--- src/rtl/sigrnd_pipe_if.sv ---
// Handshake and data bundle for the pipelined significand rounder.
// The producer/consumer side takes the master modport, the rounder takes slave.
interface sigrnd_pipe_if #(
  parameter int SIG_W = 53,
  parameter int TAG_W = 4
);
  logic             in_valid;
  logic             in_ready;
  logic             s;
  logic             db;
  logic [SIG_W+1:0] f1;
  logic [2:0]       rm;
  logic [TAG_W-1:0] tag_in;
  logic             out_valid;
  logic             out_ready;
  logic [SIG_W:0]   f2;
  logic             siginx;
  logic [TAG_W-1:0] tag_out;

  modport master (
    output in_valid, s, db, f1, rm, tag_in, out_ready,
    input  in_ready, out_valid, f2, siginx, tag_out
  );

  modport slave (
    input  in_valid, s, db, f1, rm, tag_in, out_ready,
    output in_ready, out_valid, f2, siginx, tag_out
  );
endinterface

--- src/rtl/sigrnd_pipe.sv ---
// Pipelined significand rounder: double/single format, five rounding modes,
// valid/ready handshake with bubble collapsing and a saturating inexact counter.
module sigrnd_pipe #(
  parameter int SIG_W  = 53,
  parameter int SGL_W  = 24,
  parameter int STAGES = 2,
  parameter int TAG_W  = 4,
  parameter int CNT_W  = 16
) (
  input  logic             clk,
  input  logic             rst_n,
  sigrnd_pipe_if.slave     bus,
  input  logic             cnt_clr,
  output logic [CNT_W-1:0] inx_cnt
);

  localparam int DW  = SIG_W + 1;
  localparam int SW  = SGL_W + 1;
  localparam int PAD = SIG_W - SGL_W;

  typedef struct packed {
    logic [SIG_W:0]   f2;
    logic             inx;
    logic [TAG_W-1:0] tag;
  } pay_t;

  logic             k_lsb;
  logic             rbit;
  logic             sbit;
  logic             inc;
  logic [SIG_W:0]   sum_d;
  logic [SGL_W:0]   sum_s;
  pay_t             new_pay;

  logic [STAGES-1:0] vld;
  logic [STAGES-1:0] rdy;
  pay_t              pay [STAGES];
  logic              full_tail;

  // Field extraction and increment decision; codes 101..111 fall back to RNE.
  always_comb begin
    k_lsb = 1'b0;
    rbit  = 1'b0;
    sbit  = 1'b0;
    inc   = 1'b0;
    if (bus.db) begin
      k_lsb = bus.f1[2];
      rbit  = bus.f1[1];
      sbit  = bus.f1[0];
    end else begin
      k_lsb = bus.f1[SIG_W+2-SGL_W];
      rbit  = bus.f1[SIG_W+1-SGL_W];
      sbit  = |bus.f1[SIG_W-SGL_W:0];
    end
    case (bus.rm)
      3'b001:  inc = 1'b0;
      3'b010:  inc = ~bus.s & (rbit | sbit);
      3'b011:  inc = bus.s & (rbit | sbit);
      3'b100:  inc = rbit;
      default: inc = rbit & (k_lsb | sbit);
    endcase
  end

  // Carry-out of either format lands in the result MSB; single results sit left-aligned.
  always_comb begin
    sum_d       = {1'b0, bus.f1[SIG_W+1:2]} + DW'(inc);
    sum_s       = {1'b0, bus.f1[SIG_W+1:SIG_W+2-SGL_W]} + SW'(inc);
    new_pay.f2  = bus.db ? sum_d : {sum_s, {PAD{1'b0}}};
    new_pay.inx = rbit | sbit;
    new_pay.tag = bus.tag_in;
  end

  // A stage can take new data unless it and every stage after it are full
  // while the consumer stalls; this keeps the only combinational path out_ready -> in_ready.
  always_comb begin
    full_tail = 1'b1;
    rdy       = '0;
    for (int i = STAGES - 1; i >= 0; i--) begin
      full_tail = full_tail & vld[i];
      rdy[i]    = ~full_tail | bus.out_ready;
    end
  end

  always_ff @(posedge clk or negedge rst_n) begin
    if (!rst_n) begin
      vld <= '0;
      for (int i = 0; i < STAGES; i++) begin
        pay[i] <= '0;
      end
    end else begin
      if (rdy[0]) begin
        vld[0] <= bus.in_valid;
        if (bus.in_valid) begin
          pay[0] <= new_pay;
        end
      end
      for (int i = 1; i < STAGES; i++) begin
        if (rdy[i]) begin
          vld[i] <= vld[i-1];
          if (vld[i-1]) begin
            pay[i] <= pay[i-1];
          end
        end
      end
    end
  end

  assign bus.in_ready  = rdy[0];
  assign bus.out_valid = vld[STAGES-1];
  assign bus.f2        = pay[STAGES-1].f2;
  assign bus.siginx    = pay[STAGES-1].inx;
  assign bus.tag_out   = pay[STAGES-1].tag;

  // Clear wins over a coincident inexact handshake; the count sticks at all-ones.
  always_ff @(posedge clk or negedge rst_n) begin
    if (!rst_n) begin
      inx_cnt <= '0;
    end else if (cnt_clr) begin
      inx_cnt <= '0;
    end else if (bus.out_valid && bus.out_ready && bus.siginx && (inx_cnt != '1)) begin
      inx_cnt <= inx_cnt + 1'b1;
    end
  end

endmodule

--- src/flat_wrapper.sv ---
// flat-port wrapper written by rule: the top's interface ports become plain ports
module sigrnd_pipe_flat 
#(
  parameter int SIG_W  = 53,
  parameter int SGL_W  = 24,
  parameter int STAGES = 2,
  parameter int TAG_W  = 4,
  parameter int CNT_W  = 16
)
  (clk, rst_n, cnt_clr, inx_cnt, bus_in_valid, bus_s, bus_db, bus_f1, bus_rm, bus_tag_in, bus_out_ready, bus_in_ready, bus_out_valid, bus_f2, bus_siginx, bus_tag_out);
  sigrnd_pipe_if #(.SIG_W(SIG_W), .TAG_W(TAG_W)) bus_i ();
  input  logic clk;
  input  logic rst_n;
  input  logic cnt_clr;
  output logic [CNT_W-1:0] inx_cnt;
  input wire logic [$bits(bus_i.in_valid)-1:0] bus_in_valid;
  input wire logic [$bits(bus_i.s)-1:0] bus_s;
  input wire logic [$bits(bus_i.db)-1:0] bus_db;
  input wire logic [$bits(bus_i.f1)-1:0] bus_f1;
  input wire logic [$bits(bus_i.rm)-1:0] bus_rm;
  input wire logic [$bits(bus_i.tag_in)-1:0] bus_tag_in;
  input wire logic [$bits(bus_i.out_ready)-1:0] bus_out_ready;
  output wire logic [$bits(bus_i.in_ready)-1:0] bus_in_ready;
  output wire logic [$bits(bus_i.out_valid)-1:0] bus_out_valid;
  output wire logic [$bits(bus_i.f2)-1:0] bus_f2;
  output wire logic [$bits(bus_i.siginx)-1:0] bus_siginx;
  output wire logic [$bits(bus_i.tag_out)-1:0] bus_tag_out;
  assign bus_i.in_valid = bus_in_valid;
  assign bus_i.s = bus_s;
  assign bus_i.db = bus_db;
  assign bus_i.f1 = bus_f1;
  assign bus_i.rm = bus_rm;
  assign bus_i.tag_in = bus_tag_in;
  assign bus_i.out_ready = bus_out_ready;
  assign bus_in_ready = bus_i.in_ready;
  assign bus_out_valid = bus_i.out_valid;
  assign bus_f2 = bus_i.f2;
  assign bus_siginx = bus_i.siginx;
  assign bus_tag_out = bus_i.tag_out;
  sigrnd_pipe #(.SIG_W(SIG_W), .SGL_W(SGL_W), .STAGES(STAGES), .TAG_W(TAG_W), .CNT_W(CNT_W)) u_core (.clk(clk), .rst_n(rst_n), .bus(bus_i), .cnt_clr(cnt_clr), .inx_cnt(inx_cnt));
endmodule
--- config.mk ---
export PLATFORM = sky130hd
export DESIGN_NAME = sigrnd_pipe_flat
export DESIGN_NICKNAME = d
export VERILOG_FILES = /design/src/rtl/sigrnd_pipe_if.sv /design/src/rtl/sigrnd_pipe.sv /design/src/flat_wrapper.sv
export SDC_FILE = /design/constraint.sdc
export NUM_CORES = 1
export LEC_CHECK = 0
export BUFFER_PORTS_ARGS = -buffer_cell sky130_fd_sc_hd__buf_4
export CAP_MARGIN = 15
export CORE_MARGIN = 2
export CORE_UTILIZATION = 35
export CTS_CLUSTER_DIAMETER = 200
export CTS_CLUSTER_SIZE = 8
export DETAILED_ROUTE_END_ITERATION = 7
export HOLD_SLACK_MARGIN = 0.02
export PLACE_DENSITY = 0.53
export SYNTH_ARGS = -nofsm -noshare
export SYNTH_HDL_FRONTEND = slang
export SYNTH_SLANG_ARGS = --single-unit
export TNS_END_PERCENT = 10
--- constraint.sdc ---
create_clock -name clk -period 2.44 [get_ports clk]
set_input_delay 0.61 -clock clk [delete_from_list [all_inputs] [get_ports clk]]
set_output_delay 0.61 -clock clk [all_outputs]
set_load 0.05 [all_outputs]
==> flow_summary_export.csv <==
group,metric,value,unit
cells_and_area,instances_no_fill,1114,
detailed_routing,post_drt_wl_per_cell,15.5,um
clocking,clk_latency,420,ps
floorplan,die_w,145,um
worst_setup_path,worst-path-max-fanout,7,
detailed_routing,vias_per_cell,4.85,
synthesis,synth_area_leader_cell,"dfrtp_1",
grt,antenna_found_initial,0,
synthesis,synth_edf_count,0,
sta,setup_slack,-418,ps
cells_and_area,fillers,1858,
worst_setup_path,end_kind,"flip-flop",
cells_and_area,nNetsFinal,910,
worst_setup_path,critPathRequiredTime,2730,ps
placed_design,port_buffers,145,
synthesis,synth.distinct_cells,46,
sta,hold_viol,0,
floorplan,core,19500,sq um
clocking,clock-sinks,136,
worst_setup_path,rrSetupSlack,300,ps
detailed_routing,vias,5398,
worst_setup_path,cpPeakStageDelay,290,ps
clocking,ctsHoldBuffers,0,
clocking,cts_tree,"done",
synthesis,synthTopCellsByCount,"136 x dfrtp_1, 97 x nand2_1, 59 x buf_4, 59 x mux2_2",
worst_setup_path,critPathKind,"in2reg",
cells_and_area,area_growth,35.8,%
grt,gr-total-overflow,0,
worst_setup_path,reg2reg_depth,7,
clocking,cts_htree_levels,4,
outcome,status,"complete, but fails checks",
worst_setup_path,crit_path_start_kind,"primary input",
power_and_ir_drop,powerDensity,775,nW/um^2
clocking,cts.path.max_buffers,2,
sta,period_share,117,%
placed_design,place_inst,1072,
sta,setup_viol,47,
grt,grt_pass1_wl,28900,um
sta,clock_skew,5.77,ps
worst_setup_path,cp_common_cell,"buf_4",
synthesis,dominantRegCellSynth,"dfrtp_1",
grt,grt_pass1_vias,5598,
floorplan,initial_core_util,35.7,%
sta,worst_slew_pin_slew,794,ps
floorplan,die_height,145,um
sta,drv_slew,0,
sta,grt_setup_unrepaired,"yes",
cells_and_area,seqCellArea,3400,sq um
sta,slew_headroom,46.7,%
outcome,violations,"negative setup slack",
power_and_ir_drop,ir_worst_vdd,0.458,mV
cells_and_area,multi_input_area,3300,sq um
floorplan,ioPinCount,146,
worst_setup_path,cp_data_arrival_time,3150,ps
detailed_routing,drt_iter0_drc,205,
synthesis,synth_top_area_share,48.9,%
power_and_ir_drop,p_leak,4.25,nW
synthesis,synth_area_per_cell,10.4,sq um
placed_design,gp_congestion,0.846,
sta,max_freq,0.350,GHz
grt,grt_max_degree,88,
clocking,cts_buffers,17,
worst_setup_path,critical_path_buf_inv_count,3,
floorplan,die_area,21000,sq um
synthesis,syn_inst,672,
cells_and_area,drive_gt1_share,43.8,%
placed_design,pre_cts_ws,-1030,ps
clocking,path_clk_slew,60,ps
job,max-cap-violations,0,
worst_setup_path,rr_endpoint,"u_core.inx_cnt[15]",
worst_setup_path,cpMaxStageDelayCell,"nor4_2",
synthesis,ys_warn_count,0,
worst_setup_path,cpLargestDelayFamily,"simple AND/OR/NAND/NOR gates",
synthesis,ys_seq_elements,136,
floorplan,std_cell_rows,51,
cells_and_area,diodes,0,
synthesis,synth_most_common_cell,"dfrtp_1",
synthesis,synthArstFlopShare,100,%
worst_setup_path,r2r-start,"u_core.inx_cnt[0]",
detailed_routing,drc,0,
synthesis,synthTopCellsByArea,"dfrtp_1 49%, mux2_2 9.5%, buf_4 6.4%",
clocking,root_buffer,"clkbuf_16",
sta,period_minus_slack,2860,ps
placed_design,dp_hpwl,12800,um
detailed_routing,drtPass1Iterations,4,
min_path,hold_class,"in2async",
detailed_routing,antenna_left,0,
synthesis,syn-cell-area,6970,sq um
synthesis,yosysSeqAreaShare,48.9,%
worst_setup_path,cp_cell_sequence,"buf_4, nor4_2, nand4_1, buf_4, o22ai_1, and3_1, o21ai_2, ha_2, ha_4, and4_4, nor2b_4, a41oi_2, buf_6, and4bb_2, xnor2_2, o21ai_1",
grt,track_usage,16.8,%
synthesis,synth_nets,746,
detailed_routing,routed_wl,17200,um
[flip-flops by register name, summed over array words and instances, names as in the netlist]
register,count
u_core.bus.f2,54
u_core.pay,59
u_core.vld,2
u_core.bus.tag_out,4
u_core.bus.siginx,1
u_core.inx_cnt,16
[metal layers]
metal  vias up  global-route usage, %  wire length [um]
li1       2611                      -                 -
met1      2637                   22.9              8020
met2       131                   26.8              8120
met3        19                   3.93               876
met4         0                   4.95               218
met5         -                      0                 0
[logic make-up after synthesis]
logic type                 share of synthesized area, %
AOI/OAI and AO/OA                                  5.95
xor gates and xnor gates                           8.05
adders and majority gates                         0.898
buffers and inverters                              8.12
DFF                                                48.9
muxes                                              9.83
and+or+nand+nor                                    18.3
[layout make-up]
type	count	share of cell area (%)
Clock inverter	14	1.48
Clock buffer	18	4.64
Timing Repair Buffer	227	19.3
Inverter	7	0.278
Sequential cell	136	36.0
Tap cell	265	3.51
Multi-Input combinational cell	447	34.9
[per-stage QoR]
step / hold WS [ps] / area, sq um / total power, mW / util, % / setup TNS (ps)
after global placement: 456 / 8540 / 4.83 / 43.8 / -33790
after global routing: 133 / 9460 / 7.68 / 48.4 / -19970
final: 108 / 9460 / 7.33 / 48.4 / -10780
after CTS: 110 / 9300 / 7.40 / 47.6 / -9120
after detailed placement: 459 / 8540 / 4.87 / 43.8 / -37410
after floorplan: 314 / 7050 / 4.36 / - / -12820
[worst max path at each step]
| stage | start | endpoint | slack [ps] | depth (start not counted) |
|---|---|---|---|---|
| final | bus_f1[25] | u_core.pay[112] | -420 | 16 |
| after global routing | bus_f1[25] | u_core.pay[112] | -610 | 16 |
| after CTS | bus_f1[14] | u_core.pay[112] | -450 | 16 |
| after detailed placement | bus_f1[25] | u_core.pay[112] | -1030 | 16 |
| after global placement | bus_f1[25] | u_core.pay[112] | -940 | 16 |
| after floorplan | bus_f1[29] | u_core.pay[112] | -580 | 15 |
[timing repair]
item / in CTS / in global routing
gates cloned: 0 / 0
endpoints found under the setup margin: 47 / 52
buffers inserted: 6 / 4
resized for setup: 34 / 31
pin swaps: 26 / 18
[layout by cell type (no fill, tap or decap), types with 16 or more instances in the layout]
cell,instances
buf_4,210
clkbuf_16,17
dfrtp_1,136
mux2_2,59
nand2_1,93
nand3_1,24
nand4_1,16
nor2_1,33
o21ai_0,19
o21ai_1,26
xnor2_1,32
xor2_1,28
[power breakdown]
| group | switching (mW) | internal (mW) | total [mW] |
|---|---|---|---|
| logic | 1.31 | 0.746 | 2.05 |
| registers | 0.192 | 2.60 | 2.79 |
| clock network | 1.03 | 1.45 | 2.49 |
| total | 2.53 | 4.79 | 7.33 |
Note: power is estimated with default switching activity, not from simulation.
